==> config.mk <==
export PLATFORM = sky130hd
export DESIGN_NAME = quadrature_decoder_flat
export DESIGN_NICKNAME = d
export VERILOG_FILES = /design/src/rtl/quad_pkg.sv /design/src/rtl/quadrature_decoder_if.sv /design/src/rtl/quad_input_filter.sv /design/src/rtl/quadrature_decoder.sv /design/src/flat_wrapper.sv
export SDC_FILE = /design/constraint.sdc
export NUM_CORES = 1
export LEC_CHECK = 0
export ABC_CLOCK_PERIOD_IN_PS = 3300
export CORE_AREA = 3 3 108 161
export DETAILED_ROUTE_END_ITERATION = 12
export DIE_AREA = 0 0 111 164
export GPL_TIMING_DRIVEN = 0
export PLACE_DENSITY = 0.45
export RECOVER_POWER = 100
export SLEW_MARGIN = 20
export SYNTH_ARGS = -nofsm -noshare
export SYNTH_HDL_FRONTEND = slang
export SYNTH_SLANG_ARGS = --single-unit
==> constraint.sdc <==
create_clock -name clk -period 3.3 [get_ports clk]
set_clock_uncertainty 0.15 [all_clocks]
set_input_delay 0.495 -clock clk [delete_from_list [all_inputs] [get_ports clk]]
set_output_delay 0.495 -clock clk [all_outputs]
set_load 0.1 [all_outputs]
==> src/rtl/quad_pkg.sv <==
// quad_pkg: shared types and constants for the quadrature decoder slice.
package quad_pkg;
   typedef logic [1:0] ab_t;
   localparam int DEFAULT_FILTER_CYCLES = 4;
   localparam int VEL_WIDTH = 16;
   localparam logic signed [VEL_WIDTH-1:0] VEL_MAX = 16'sd32767;
   // Forward successor of {A,B}, indexed by the current state: 00->10, 01->00, 10->11, 11->01.
   localparam logic [7:0] FWD_TABLE = 8'b01_11_00_10;
   function automatic ab_t fwd_next(ab_t s);
      return FWD_TABLE[{s, 1'b0} +: 2];
   endfunction
endpackage

==> src/rtl/quadrature_decoder_if.sv <==
// quadrature_decoder_if: register-block side of the decoder.
// Carries velocity only when QUAD_VELOCITY_EN is defined.
interface quadrature_decoder_if import quad_pkg::*; #(parameter int COUNT_WIDTH = 32) ();
   logic clear;
   logic load;
   logic error_clr;
   logic [COUNT_WIDTH-1:0] load_value;
   logic [COUNT_WIDTH-1:0] position;
   logic step;
   logic direction;
   logic error;
`ifdef QUAD_VELOCITY_EN
   logic signed [VEL_WIDTH-1:0] velocity;
`endif
   modport master (
      output clear, load, load_value, error_clr,
      input position, step, direction, error
`ifdef QUAD_VELOCITY_EN
      , input velocity
`endif
   );
   modport slave (
      input clear, load, load_value, error_clr,
      output position, step, direction, error
`ifdef QUAD_VELOCITY_EN
      , output velocity
`endif
   );
endinterface

==> src/rtl/quad_input_filter.sv <==
// quad_input_filter: two-flop synchronizer plus stability filter on the {A,B} pair.
module quad_input_filter import quad_pkg::*; #(
   parameter int FILTER_CYCLES = DEFAULT_FILTER_CYCLES
) (
   input  logic clk,
   input  logic reset,
   input  ab_t  pins,
   output ab_t  accepted,
   output ab_t  previous,
   output logic update
);
   localparam logic [7:0] LIMIT = 8'(FILTER_CYCLES);
   ab_t s1, s2, cand;
   logic [7:0] cnt, cnt_n;
   logic primed, fire;
   // The first settled level after reset fires even if it equals the reset value.
   always_comb begin
      cnt_n = s2 != cand ? 8'd1 : cnt == LIMIT ? cnt : cnt + 8'd1;
      fire = cnt_n == LIMIT && (s2 != accepted || !primed);
   end
   always_ff @(posedge clk) begin
      if (reset) begin
         s1 <= '0;
         s2 <= '0;
         cand <= '0;
         cnt <= '0;
         accepted <= '0;
         previous <= '0;
         update <= 1'b0;
         primed <= 1'b0;
      end else begin
         s1 <= pins;
         s2 <= s1;
         cand <= s2;
         cnt <= cnt_n;
         update <= fire;
         if (fire) begin
            accepted <= s2;
            previous <= accepted;
            primed <= 1'b1;
         end
      end
   end
endmodule

==> src/rtl/quadrature_decoder.sv <==
// quadrature_decoder: filtered quadrature pins to signed position, step/direction and sticky error.
// Optional windowed velocity output enabled by QUAD_VELOCITY_EN.
module quadrature_decoder import quad_pkg::*; #(
   parameter int COUNT_WIDTH = 32,
   parameter int FILTER_CYCLES = DEFAULT_FILTER_CYCLES
`ifdef QUAD_VELOCITY_EN
   , parameter int VEL_WINDOW = 65536
`endif
) (
   input logic clk,
   input logic reset,
   input logic quad_a,
   input logic quad_b,
   quadrature_decoder_if.slave bus
);
   ab_t cur, prev;
   logic upd, init, fwd, rev, bad;
   quad_input_filter #(.FILTER_CYCLES(FILTER_CYCLES)) u_filter (
      .clk(clk),
      .reset(reset),
      .pins({quad_a, quad_b}),
      .accepted(cur),
      .previous(prev),
      .update(upd)
   );
   // The first update only adopts the pin state; init gates all decoding.
   always_comb begin
      fwd = upd && init && fwd_next(prev) == cur;
      rev = upd && init && fwd_next(cur) == prev;
      bad = upd && init && (prev ^ cur) == 2'b11;
   end
   always_ff @(posedge clk) begin
      if (reset) begin
         bus.position <= '0;
         bus.step <= 1'b0;
         bus.direction <= 1'b0;
         bus.error <= 1'b0;
         init <= 1'b0;
      end else begin
         bus.position <= bus.clear ? '0 :
                         bus.load ? bus.load_value :
                         fwd ? bus.position + COUNT_WIDTH'(1) :
                         rev ? bus.position - COUNT_WIDTH'(1) : bus.position;
         bus.step <= fwd | rev;
         bus.direction <= fwd | rev ? fwd : bus.direction;
         bus.error <= bad | (bus.error & ~bus.error_clr);
         init <= init | upd;
      end
   end
`ifdef QUAD_VELOCITY_EN
   localparam int WW = $clog2(VEL_WINDOW);
   logic [WW-1:0] wcnt;
   logic signed [VEL_WIDTH-1:0] vacc, vacc_n;
   logic wend;
   always_comb begin
      wend = wcnt == WW'(VEL_WINDOW - 1);
      vacc_n = fwd && vacc != VEL_MAX ? vacc + VEL_WIDTH'(1) :
               rev && vacc != -VEL_MAX ? vacc - VEL_WIDTH'(1) : vacc;
   end
   always_ff @(posedge clk) begin
      if (reset) begin
         wcnt <= '0;
         vacc <= '0;
         bus.velocity <= '0;
      end else begin
         wcnt <= wend ? '0 : wcnt + WW'(1);
         vacc <= wend ? '0 : vacc_n;
         bus.velocity <= wend ? vacc_n : bus.velocity;
      end
   end
`endif
endmodule
==> src/flat_wrapper.sv <==
// flat-port wrapper written by rule: the top's interface ports become plain ports
module quadrature_decoder_flat import quad_pkg::*;
#(
   parameter int COUNT_WIDTH = 32,
   parameter int FILTER_CYCLES = DEFAULT_FILTER_CYCLES

)
  (clk, reset, quad_a, quad_b, bus_clear, bus_load, bus_load_value, bus_error_clr, bus_position, bus_step, bus_direction, bus_error);
  quadrature_decoder_if #(.COUNT_WIDTH(COUNT_WIDTH)) bus_i ();
  input logic clk;
  input logic reset;
  input logic quad_a;
  input logic quad_b;
  input wire logic [$bits(bus_i.clear)-1:0] bus_clear;
  input wire logic [$bits(bus_i.load)-1:0] bus_load;
  input wire logic [$bits(bus_i.load_value)-1:0] bus_load_value;
  input wire logic [$bits(bus_i.error_clr)-1:0] bus_error_clr;
  output wire logic [$bits(bus_i.position)-1:0] bus_position;
  output wire logic [$bits(bus_i.step)-1:0] bus_step;
  output wire logic [$bits(bus_i.direction)-1:0] bus_direction;
  output wire logic [$bits(bus_i.error)-1:0] bus_error;
  assign bus_i.clear = bus_clear;
  assign bus_i.load = bus_load;
  assign bus_i.load_value = bus_load_value;
  assign bus_i.error_clr = bus_error_clr;
  assign bus_position = bus_i.position;
  assign bus_step = bus_i.step;
  assign bus_direction = bus_i.direction;
  assign bus_error = bus_i.error;
  quadrature_decoder #(.COUNT_WIDTH(COUNT_WIDTH), .FILTER_CYCLES(FILTER_CYCLES)) u_core (.clk(clk), .reset(reset), .quad_a(quad_a), .quad_b(quad_b), .bus(bus_i));
endmodule
==> summary.txt, run 1 <==
Timing
  – PnR worst setup slack: 52.27 ps
  – RSZ-0062 raised after global routing: yes
  – Period utilization: 98.42%
  – Max-slew violation count: 0
  – Slew of the pin with the lowest slew margin: 989.0 ps
  – Final Hold Viols: 0
  – Slew HR: 33.85%
  – Fmax: 0.3079 GHz
  – Final setup fails: 0
  – Minimum clock period: 3248 ps
  – Worst hold margin: 291.2 ps

GRT
  – Global-route wire length before repair: 24190 um
  – Total gr overflow: 0
  – Vias in the first global route: 4654
  – Largest net degree at the start of global routing: 21
  – Initial antenna violation count: 0
  – Total Routing Usage GR: 16.67%

Yosys
  – Seq cells post-synth: 56
  – Number of synthesized flops with an enable pin: 0
  – Yosys top cell area share: 26.05%
  – Syn nets: 651
  – Mapped Cells: 578
  – Unique masters post-synth: 60
  – Predominant post-synthesis flop cell: dfxtp_1
  – Mean Syn Cell Area: 7.447 sq um
  – Synth area leaders: dfxtp_1 26%, ha_1 9.6%, a21oi_1 7.9%, nand2_1 5.6%, o21ai_0 5.0%
  – Top-count cell post-synth: a21oi_1
  – Sequential share of the synthesized area: 26.05%
  – Mapped Area: 4304 sq um
  – Total number of yosys warnings: 0
  – Synth area leader: dfxtp_1
  – Post-synth top cells: 68 x a21oi_1, 64 x nand2_1, 56 x dfxtp_1, 56 x nor2_1, 43 x o21ai_0
  – Async set-reset flop share out of synthesis: 0%

Outcome
  – Outcome: finished clean

Pwr
  – Clock power frac: 28.9%
  – Internal Power: 1.288 mW
  – P_sw: 779.7 uW
  – Lkg Pwr: 2.396 nW
  – Switching fraction of total power: 37.71%
  – Comb power frac: 36.2%
  – Worst VDD drop: 0.0002052 V
  – Part of the power in registers: 34.8%
  – PwrDens: 349.5 nW/um^2

Critical path
  – Worst path required time: 3310 ps
  – Critical path, cell by cell: xor2_2 > nor3_4 > buf_4 > inv_6 > ha_1 > nand2_2 > o21ai_1 > o31ai_2 > o311ai_2 > a221oi_4 > xor2_1 > a211oi_1
  – Setup slack, reg-to-reg: 50 ps
  – Worst setup EP type: flip-flop
  – Startpoint Class: flip-flop
  – CP Max Fanout: 8
  – CP Data Arrival Time: 3260 ps
  – Reg-to-reg startpoint: u_core.u_filter.previous[1]
  – Worst path max stage delay: 400 ps
  – Crit path max-delay cell type: o31ai_2
  – Top delay family on crit path: compound AO/OA/AOI/OAI gates
  – R2r worst-path depth: 12
  – Crit Path Category: reg -> reg
  – Worst path bufs/invs: 2
  – R2r endpoint: u_core.bus.position[28]

Place
  – Placed Cells: 856
  – Post-DP HPWL: 11570 um
  – GPL Wtd Cong: 0.8867
  – Pre-CTS setup slack: -932.6 ps
  – Area after DPL: 5288 sq um
  – IO Port Bufs: 72

Clock network
  – Skew-Pair Late Insertion Delay: 300 ps
  – CTS sink count: 56
  – CTS Hold Buffers Added: 0
  – Root Driver: clkbuf_16
  – CTS buffer count: 5
  – Htree depth: 2
  – Clk buf depth: 2
  – CTS tree: yes
  – Clock transition at the registers of the reported paths: 80 ps

Cells and area
  – Multi-input logic area: 3379 sq um
  – Antenna Cells: 0
  – FILL cells: 1713
  – Share of cells above drive strength 1: 13.88%
  – P&R area growth vs syn: 37.44%
  – Finished Core Util: 36.54%
  – Fin cells: 869
  – Reg area: 1127 sq um
  – Final #Nets: 735
  – Post-route cell area: 5916 sq um

Hold path
  – Type of the worst min-delay path: reg -> reg
  – Worst Hold End: u_core.u_filter.s2[0]
  – Hold path startpoint: u_core.u_filter.s1[0]
  – Hold Path Stages: 1

Die
  – Die Ht: 164 um
  – Initial core utilization: 26.59%
  – CORE AREA: 16190 sq um
  – Die Area: 18200 sq um
  – Row cnt: 57
  – Chip width: 111 um
  – I/O Pins: 74

Route
  – Routed wire length: 15600 um
  – DRC: 0
  – Routed vias/inst: 5.297
  – DRT Pass-1 Iters: 4
  – Via count: 4603
  – DR iter-0 viols: 188
  – Drt wl/cell: 17.95 um
  – DRT antenna net count: 0

Job
  – MaxCap Viol Count: 0
==> registers in the layout, summed over array words and instances, names as in the netlist <==
name and count:
u_core.init 1, u_core.u_filter.update 1, u_core.bus.error 1, u_core.u_filter.s2 2, u_core.u_filter.cand 2, u_core.bus.step 1
u_core.bus.direction 1, u_core.u_filter.cnt 8, u_core.u_filter.primed 1, u_core.u_filter.previous 2, u_core.bus.position 32, u_core.u_filter.accepted 2
u_core.u_filter.s1 2
==> layout make-up <==
| type | instances | share of cell area (%) |
|---|---|---|
| multi-input cells | 479 | 57.13 |
| flip-flops and latches | 56 | 19.06 |
| repair buffers | 83 | 13.64 |
| well taps | 206 | 4.357 |
| clock buffers | 5 | 2.115 |
| plain buffers | 22 | 1.650 |
| inverters | 13 | 1.269 |
| clock inverters | 3 | 0.4865 |
| repair inverters | 2 | 0.2961 |
==> power groups by stage <==
stage / clock, mW / sequential [mW] / combinational (mW)
after floorplan: 0 / 0.841 / 0.352
after global placement: 0 / 0.735 / 0.647
after detailed placement: 0 / 0.736 / 0.648
after CTS: 0.617 / 0.720 / 0.696
after global routing: 0.643 / 0.724 / 0.806
final: 0.598 / 0.720 / 0.749
==> routing by layer <==
metal,vias up,share of wire (%),global-route usage (%)
met1,2192,41,18.33
li1,2279,-,-
met3,26,3.3,1.990
met2,106,53,32.49
met5,-,0,0
met4,0,2.7,6.106
==> logic make-up (layout without fill, tap and decap cells) <==
group	after synthesis	count (layout)	synth area share (%)
AOI/OAI and AO/OA	188	188	26.54
xor gates and xnor gates	32	32	6.512
adders and majority gates	34	34	10.06
buffers and inverters	43	128	3.982
DFF	56	56	26.05
muxes	8	8	1.919
and+or+nand+nor	217	217	24.94
==> cells in the final DEF (no fill, tap or decap), types with 10 or more instances in the layout <==
master / count
nand2_1: 60
xor2_1: 18
buf_4: 10
ha_1: 21
a211oi_1: 12
o21ai_0: 36
nor2_1: 54
dfxtp_1: 53
and3_1: 13
clkbuf_1: 18
inv_1: 12
a21oi_1: 57
a21oi_2: 10
nand3_1: 12
nor3_1: 12
clkdlybuf4s50_1: 36
dlygate4sd3_1: 36
xnor2_1: 12
==> metrics by stage <==
| step | total power [mW] | setup TNS, ps |
|---|---|---|
| floorplan | 1.193 | 0 |
| global placement | 1.382 | -11450 |
| detailed placement | 1.384 | -11400 |
| CTS | 2.033 | -12.70 |
| global route | 2.173 | -48.82 |
| finish | 2.068 | 0 |
==> timing repair <==
| item | in CTS | in global routing |
|---|---|---|
| pin swaps | 5 | 16 |
| gates resized for setup | 33 | 56 |
| cloned | 1 | 1 |
| buffers inserted | 4 | 7 |
| setup endpoints to repair | 25 | 19 |
==> how the worst max path moves through the flow <==
stage,from,end,slack (ps),cells past startpoint
5_1_grt,u_core.u_filter.previous[1],u_core.bus.position[28],-50,12
3_3_place_gp,u_core.u_filter.accepted[1],u_core.bus.position[25],-930,11
4_1_cts,u_core.u_filter.previous[1],u_core.bus.position[12],-7,11
2_1_floorplan,u_core.u_filter.accepted[0],u_core.bus.position[25],30,12
3_5_place_dp,u_core.u_filter.accepted[0],u_core.bus.position[25],-930,12
6_report,u_core.u_filter.previous[1],u_core.bus.position[28],50,12
No activity file was read; power rests on OpenSTA's default activity.
==> inputs of run 2 (changes only) <==
--- a/config.mk
+++ b/config.mk
@@ -9,7 +9,7 @@
 export CORE_AREA = 3 3 108 161
 export DETAILED_ROUTE_END_ITERATION = 12
 export DIE_AREA = 0 0 111 164
-export GPL_TIMING_DRIVEN = 0
+export MAX_ROUTING_LAYER = met4
 export PLACE_DENSITY = 0.45
 export RECOVER_POWER = 100
 export SLEW_MARGIN = 20
==> run 2 against run 1 <==
Against the previous run: critical path depth unchanged; worst hold slack gained 4.4 ps; largest cell class unchanged; largest power group is now sequential cells; flip-flop and latch count stayed put.
==> summary.txt, run 2 (synthesized netlist as in run 1, its figures left out) <==
Outcome
  – Outcome: finished clean

Pwr
  – Part of the power in registers: 36.0%
  – Lkg Pwr: 2.247 nW
  – PwrDens: 361.7 nW/um^2
  – Worst VDD drop: 0.0002740 V
  – P_sw: 749.8 uW
  – Internal Power: 1.254 mW
  – Switching fraction of total power: 37.42%
  – Clock power frac: 29.8%
  – Comb power frac: 34.2%

Route
  – Drt wl/cell: 16.81 um
  – DRT Pass-1 Iters: 5
  – DRC: 0
  – Routed wire length: 14800 um
  – DR iter-0 viols: 194
  – Via count: 4492
  – DRT antenna net count: 0
  – Routed vias/inst: 5.105

Clock network
  – CTS tree: yes
  – Htree depth: 2
  – Clock transition at the registers of the reported paths: 90 ps
  – CTS Hold Buffers Added: 0
  – Skew-Pair Late Insertion Delay: 310 ps
  – Root Driver: clkbuf_16
  – CTS sink count: 56
  – Clk buf depth: 2
  – CTS buffer count: 5

Cells and area
  – Commonest cells after routing, fill and taps aside: 66 x a21oi_1, 63 x nand2_1, 55 x dfxtp_1
  – Multi-input logic area: 3109 sq um
  – Top Registers: u_core.bus.position: 32 flops, u_core.u_filter.cnt: 8 flops
  – Final #Nets: 746
  – Share of cells above drive strength 1: 12.31%
  – Largest register FFs: 32
  – Finished Core Util: 34.22%
  – Reg area: 1122 sq um
  – P&R area growth vs syn: 28.72%
  – Post-route cell area: 5540 sq um
  – Most common cell after layout, fill and taps aside: a21oi_1
  – Antenna Cells: 0
  – FILL cells: 1751
  – Largest Register: u_core.bus.position

Critical path
  – Setup slack, reg-to-reg: 130 ps
  – Worst path max stage delay: 370 ps
  – Worst path required time: 3370 ps
  – CP Data Arrival Time: 3250 ps
  – Most used cell along the critical path: a21oi_1
  – Crit Path Category: reg -> reg
  – CP Max Fanout: 14
  – Crit path max-delay cell type: a21oi_1
  – Worst setup EP type: flip-flop
  – Critical path, cell by cell: xnor2_1 > nor3_2 > bufinv_8 > buf_4 > ha_1 > a21oi_1 > o211ai_1 > o2bb2ai_1 > o21ai_1 > a221oi_2 > a21oi_1 > o31ai_1
  – Startpoint Class: flip-flop

Timing
  – Max-slew violation count: 0
  – Period utilization: 96.14%
  – Minimum clock period: 3173 ps
  – Fmax: 0.3152 GHz
  – Final setup fails: 0
  – Final Hold Viols: 0
  – Worst hold margin: 295.6 ps
  – Slew of the pin with the lowest slew margin: 1202 ps
  – Slew HR: 20.23%

Hold path
  – Type of the worst min-delay path: reg -> reg

Die
  – Chip width: 111 um
  – Die Area: 18200 sq um
  – Initial core utilization: 26.59%
  – CORE AREA: 16190 sq um
  – Die Ht: 164 um
  – I/O Pins: 74
  – Row cnt: 57

Place
  – IO Port Bufs: 73
  – Post-DP HPWL: 11390 um
  – GPL Wtd Cong: 0.8666
  – Area after DPL: 5418 sq um

GRT
  – Global-route wire length before repair: 23230 um
  – Total gr overflow: 0
  – Initial antenna violation count: 0
  – Vias in the first global route: 4522
  – Total Routing Usage GR: 16.34%
  – Largest net degree at the start of global routing: 35

Job
  – MaxCap Viol Count: 0
## run 2: what timing repair did
action | CTS | global route
pin swaps | 0 | 5
endpoints found under the setup margin | 1 | 16
gates resized for setup | 1 | 32
buffers inserted | 0 | 1
## run 2: stage by stage
stage          setup TNS (ps)  cells  total power, mW  setup slack (ps)
6_report                    0    880            2.004             127.4
5_1_grt                -32.27    880            2.119            -22.80
4_1_cts                     0    879            2.026             12.19
3_5_place_dp                0    871            1.411             38.69
3_3_place_gp                0    871            1.411             54.88
2_1_floorplan               0    578            1.193             27.60
## run 2: final timing paths
kind	startpoint	to	cells past startpoint
setup / recovery	u_core.u_filter.previous[0]	u_core.bus.position[31]	12
hold / removal	u_core.u_filter.s1[0]	u_core.u_filter.s2[0]	1
setup reg to reg	u_core.u_filter.previous[0]	u_core.bus.position[31]	12
hold reg to reg	u_core.u_filter.s1[0]	u_core.u_filter.s2[0]	1
## run 2: metal layers
layer	vias up	GRT usage, %	routed length [um]
met5	-	-	0
met2	76	32.04	8240
li1	2301	-	-
met4	0	4.034	170
met1	2103	17.25	5885
met3	12	1.990	500
## run 2: final cells by class
class	instances	area share (%)
multi-input cells	479	56.12
flip-flops and latches	56	20.26
repair buffers	118	15.06
well taps	206	4.652
clock buffers	5	2.258
inverters	13	1.129
clock inverters	3	0.5194
## run 2: critical path, delay by kind of cell, from the launching register on
family / cells / cell delay (ps)
xor gates and xnor gates: 1 / 150
adders and majority gates: 1 / 360
DFF: 1 / 340
AOI/OAI and AO/OA: 7 / 1480
and+or+nand+nor: 1 / 190
buffers and inverters: 2 / 420
## run 2: power groups by stage
stage,clock network (mW),registers (mW),logic [mW]
5_1_grt,0.646,0.725,0.748
3_5_place_dp,0,0.738,0.673
2_1_floorplan,0,0.841,0.352
4_1_cts,0.626,0.722,0.678
6_report,0.598,0.721,0.685
3_3_place_gp,0,0.738,0.673
==> inputs of run 3 (changes only) <==
--- a/config.mk
+++ b/config.mk
@@ -11,7 +11,7 @@
 export DIE_AREA = 0 0 111 164
 export MAX_ROUTING_LAYER = met4
 export PLACE_DENSITY = 0.45
-export RECOVER_POWER = 100
+export RECOVER_POWER = 25
 export SLEW_MARGIN = 20
 export SYNTH_ARGS = -nofsm -noshare
 export SYNTH_HDL_FRONTEND = slang
==> run 3 against run 2 <==
Against the previous run: sequential share of layout area down 0.41 points; count of clock-buffer cells in the layout unchanged; first-iteration DRC count down 15%; critical path type unchanged; critical endpoint unchanged; largest power group unchanged.
==> summary.txt, run 3 (synthesized netlist as in run 1, its figures left out) <==
Outcome
  – Outcome: finished clean

Die
  – Die Area: 18200 sq um
  – Chip width: 111 um
  – Die Ht: 164 um
  – I/O Pins: 74
  – Row cnt: 57
  – Initial core utilization: 26.59%
  – CORE AREA: 16190 sq um

Pwr
  – Comb power frac: 34.8%
  – Clock power frac: 29.6%
  – Part of the power in registers: 35.6%
  – P_sw: 757.5 uW
  – Pwr Total: 2.027 mW
  – Internal Power: 1.269 mW
  – Worst VDD drop: 0.0002750 V
  – Switching fraction of total power: 37.37%
  – Lkg Pwr: 2.357 nW
  – PwrDens: 358.5 nW/um^2

Clock network
  – Clock transition at the registers of the reported paths: 90 ps
  – Clk buf depth: 2
  – Root Driver: clkbuf_16
  – CTS buffer count: 5
  – Skew-Pair Late Insertion Delay: 310 ps
  – CTS sink count: 56
  – Htree depth: 2
  – CTS tree: yes

Critical path
  – R2r worst-path depth: 12
  – Crit Path Category: reg -> reg
  – CP Data Arrival Time: 3270 ps
  – Worst path required time: 3370 ps
  – Setup slack, reg-to-reg: 100 ps
  – CP Max Fanout: 14
  – Reg-to-reg startpoint: u_core.u_filter.previous[0]
  – Startpoint Class: flip-flop
  – Crit path from: u_core.u_filter.previous[0]
  – Worst setup EP type: flip-flop
  – R2r endpoint: u_core.bus.position[31]

Hold path
  – Worst Hold End: u_core.u_filter.s2[0]
  – Hold Path Stages: 1
  – Hold path startpoint: u_core.u_filter.s1[0]
  – Type of the worst min-delay path: reg -> reg

Cells and area
  – Largest register FFs: 32
  – Final #Nets: 746
  – Reg area: 1122 sq um
  – Share of cells above drive strength 1: 16.17%
  – Antenna Cells: 0
  – Fin cells: 880
  – Finished Core Util: 34.93%
  – P&R area growth vs syn: 31.37%
  – Largest Register: u_core.bus.position
  – Top Registers: u_core.bus.position: 32 flops, u_core.u_filter.cnt: 8 flops
  – FILL cells: 1734
  – Commonest cells after routing, fill and taps aside: 66 x a21oi_1, 66 x buf_4, 63 x nand2_1
  – Multi-input logic area: 3129 sq um

Route
  – DRC: 0
  – Routed wire length: 14830 um
  – DRT Pass-1 Iters: 5
  – DRT antenna net count: 0
  – Drt wl/cell: 16.86 um
  – Via count: 4490
  – DR iter-0 viols: 165
  – Routed vias/inst: 5.102

GRT
  – Met3 GRT Util: 1.990%
  – Total Routing Usage GR: 16.34%
  – Initial antenna violation count: 0
  – M1 GR Usage: 17.25%
  – Vias in the first global route: 4522
  – GR met2 Demand/Resource: 32.04%
  – Total gr overflow: 0
  – Largest net degree at the start of global routing: 35
  – Global-route wire length before repair: 23230 um
  – Layer with the highest usage: met2

Timing
  – Period utilization: 97.01%
  – Max-slew violation count: 0
  – Fmax: 0.3124 GHz
  – Final setup fails: 0
  – Slew HR: 22.25%
  – Slew of the pin with the lowest slew margin: 1171 ps
  – Worst hold margin: 295.5 ps
  – Final Hold Viols: 0
  – Minimum clock period: 3201 ps

Place
  – GPL Wtd Cong: 0.8666
  – IO Port Bufs: 73
  – Placed Cells: 871
  – Post-DP HPWL: 11390 um

Job
  – MaxCap Viol Count: 0
run 3: critical path, stage by stage, from the launching register on:
cell and delay [ps]:
dfxtp_2 340, xnor2_1 150, nor3_2 190, bufinv_8 250, buf_4 170, ha_1 360, a21oi_1 380, o211ai_1 140
o2bb2ai_1 180, o21ai_1 120, a221oi_2 330, a21oi_1 110, o31ai_1 240
run 3: worst max-delay path by stage:
| stage | end | slack, ps |
|---|---|---|
| 2_1_floorplan | u_core.bus.position[25] | 30 |
| 3_3_place_gp | u_core.bus.position[30] | 50 |
| 3_5_place_dp | u_core.bus.position[30] | 40 |
| 4_1_cts | u_core.bus.position[31] | 10 |
| 5_1_grt | u_core.bus.position[16] | -20 |
| 6_report | u_core.bus.position[31] | 100 |
run 3: layer usage:
| metal | share of wire [%] | up-vias |
|---|---|---|
| met5 | 0 | - |
| met4 | 1.1 | 0 |
| met3 | 3.0 | 12 |
| met2 | 56 | 63 |
| met1 | 40 | 2113 |
| li1 | - | 2302 |
run 3: final cells by class:
class | instances | share of cell area (%)
multi-input cells | 479 | 55.34
flip-flops and latches | 56 | 19.85
repair buffers | 118 | 16.42
well taps | 206 | 4.559
clock buffers | 5 | 2.213
clock inverters | 3 | 0.5090
inverters | 13 | 1.106
run 3: repair_timing:
item,4_1_cts,5_1_grt
resized for setup,1,32
pin swaps,0,5
setup endpoints to repair,1,16
hold buffers,0,0
buffers inserted,0,1
run 3: metrics by stage:
| step | setup slack (ps) | TNS [ps] | cell area [sq um] |
|---|---|---|---|
| 2_1_floorplan | 27.60 | 0 | 4309 |
| 3_3_place_gp | 54.88 | 0 | 5418 |
| 3_5_place_dp | 38.69 | 0 | 5418 |
| 4_1_cts | 12.19 | 0 | 5577 |
| 5_1_grt | -22.80 | -32.27 | 5654 |
| 6_report | 98.57 | 0 | 5654 |
run 3: power by group through the flow:
stage               Clock [mW]  Sequential, mW  Combinational (mW)
global route             0.646           0.725               0.767
global placement             0           0.738               0.673
detailed placement           0           0.738               0.673
CTS                      0.626           0.722               0.678
floorplan                    0           0.841               0.352
finish                   0.601           0.721               0.705
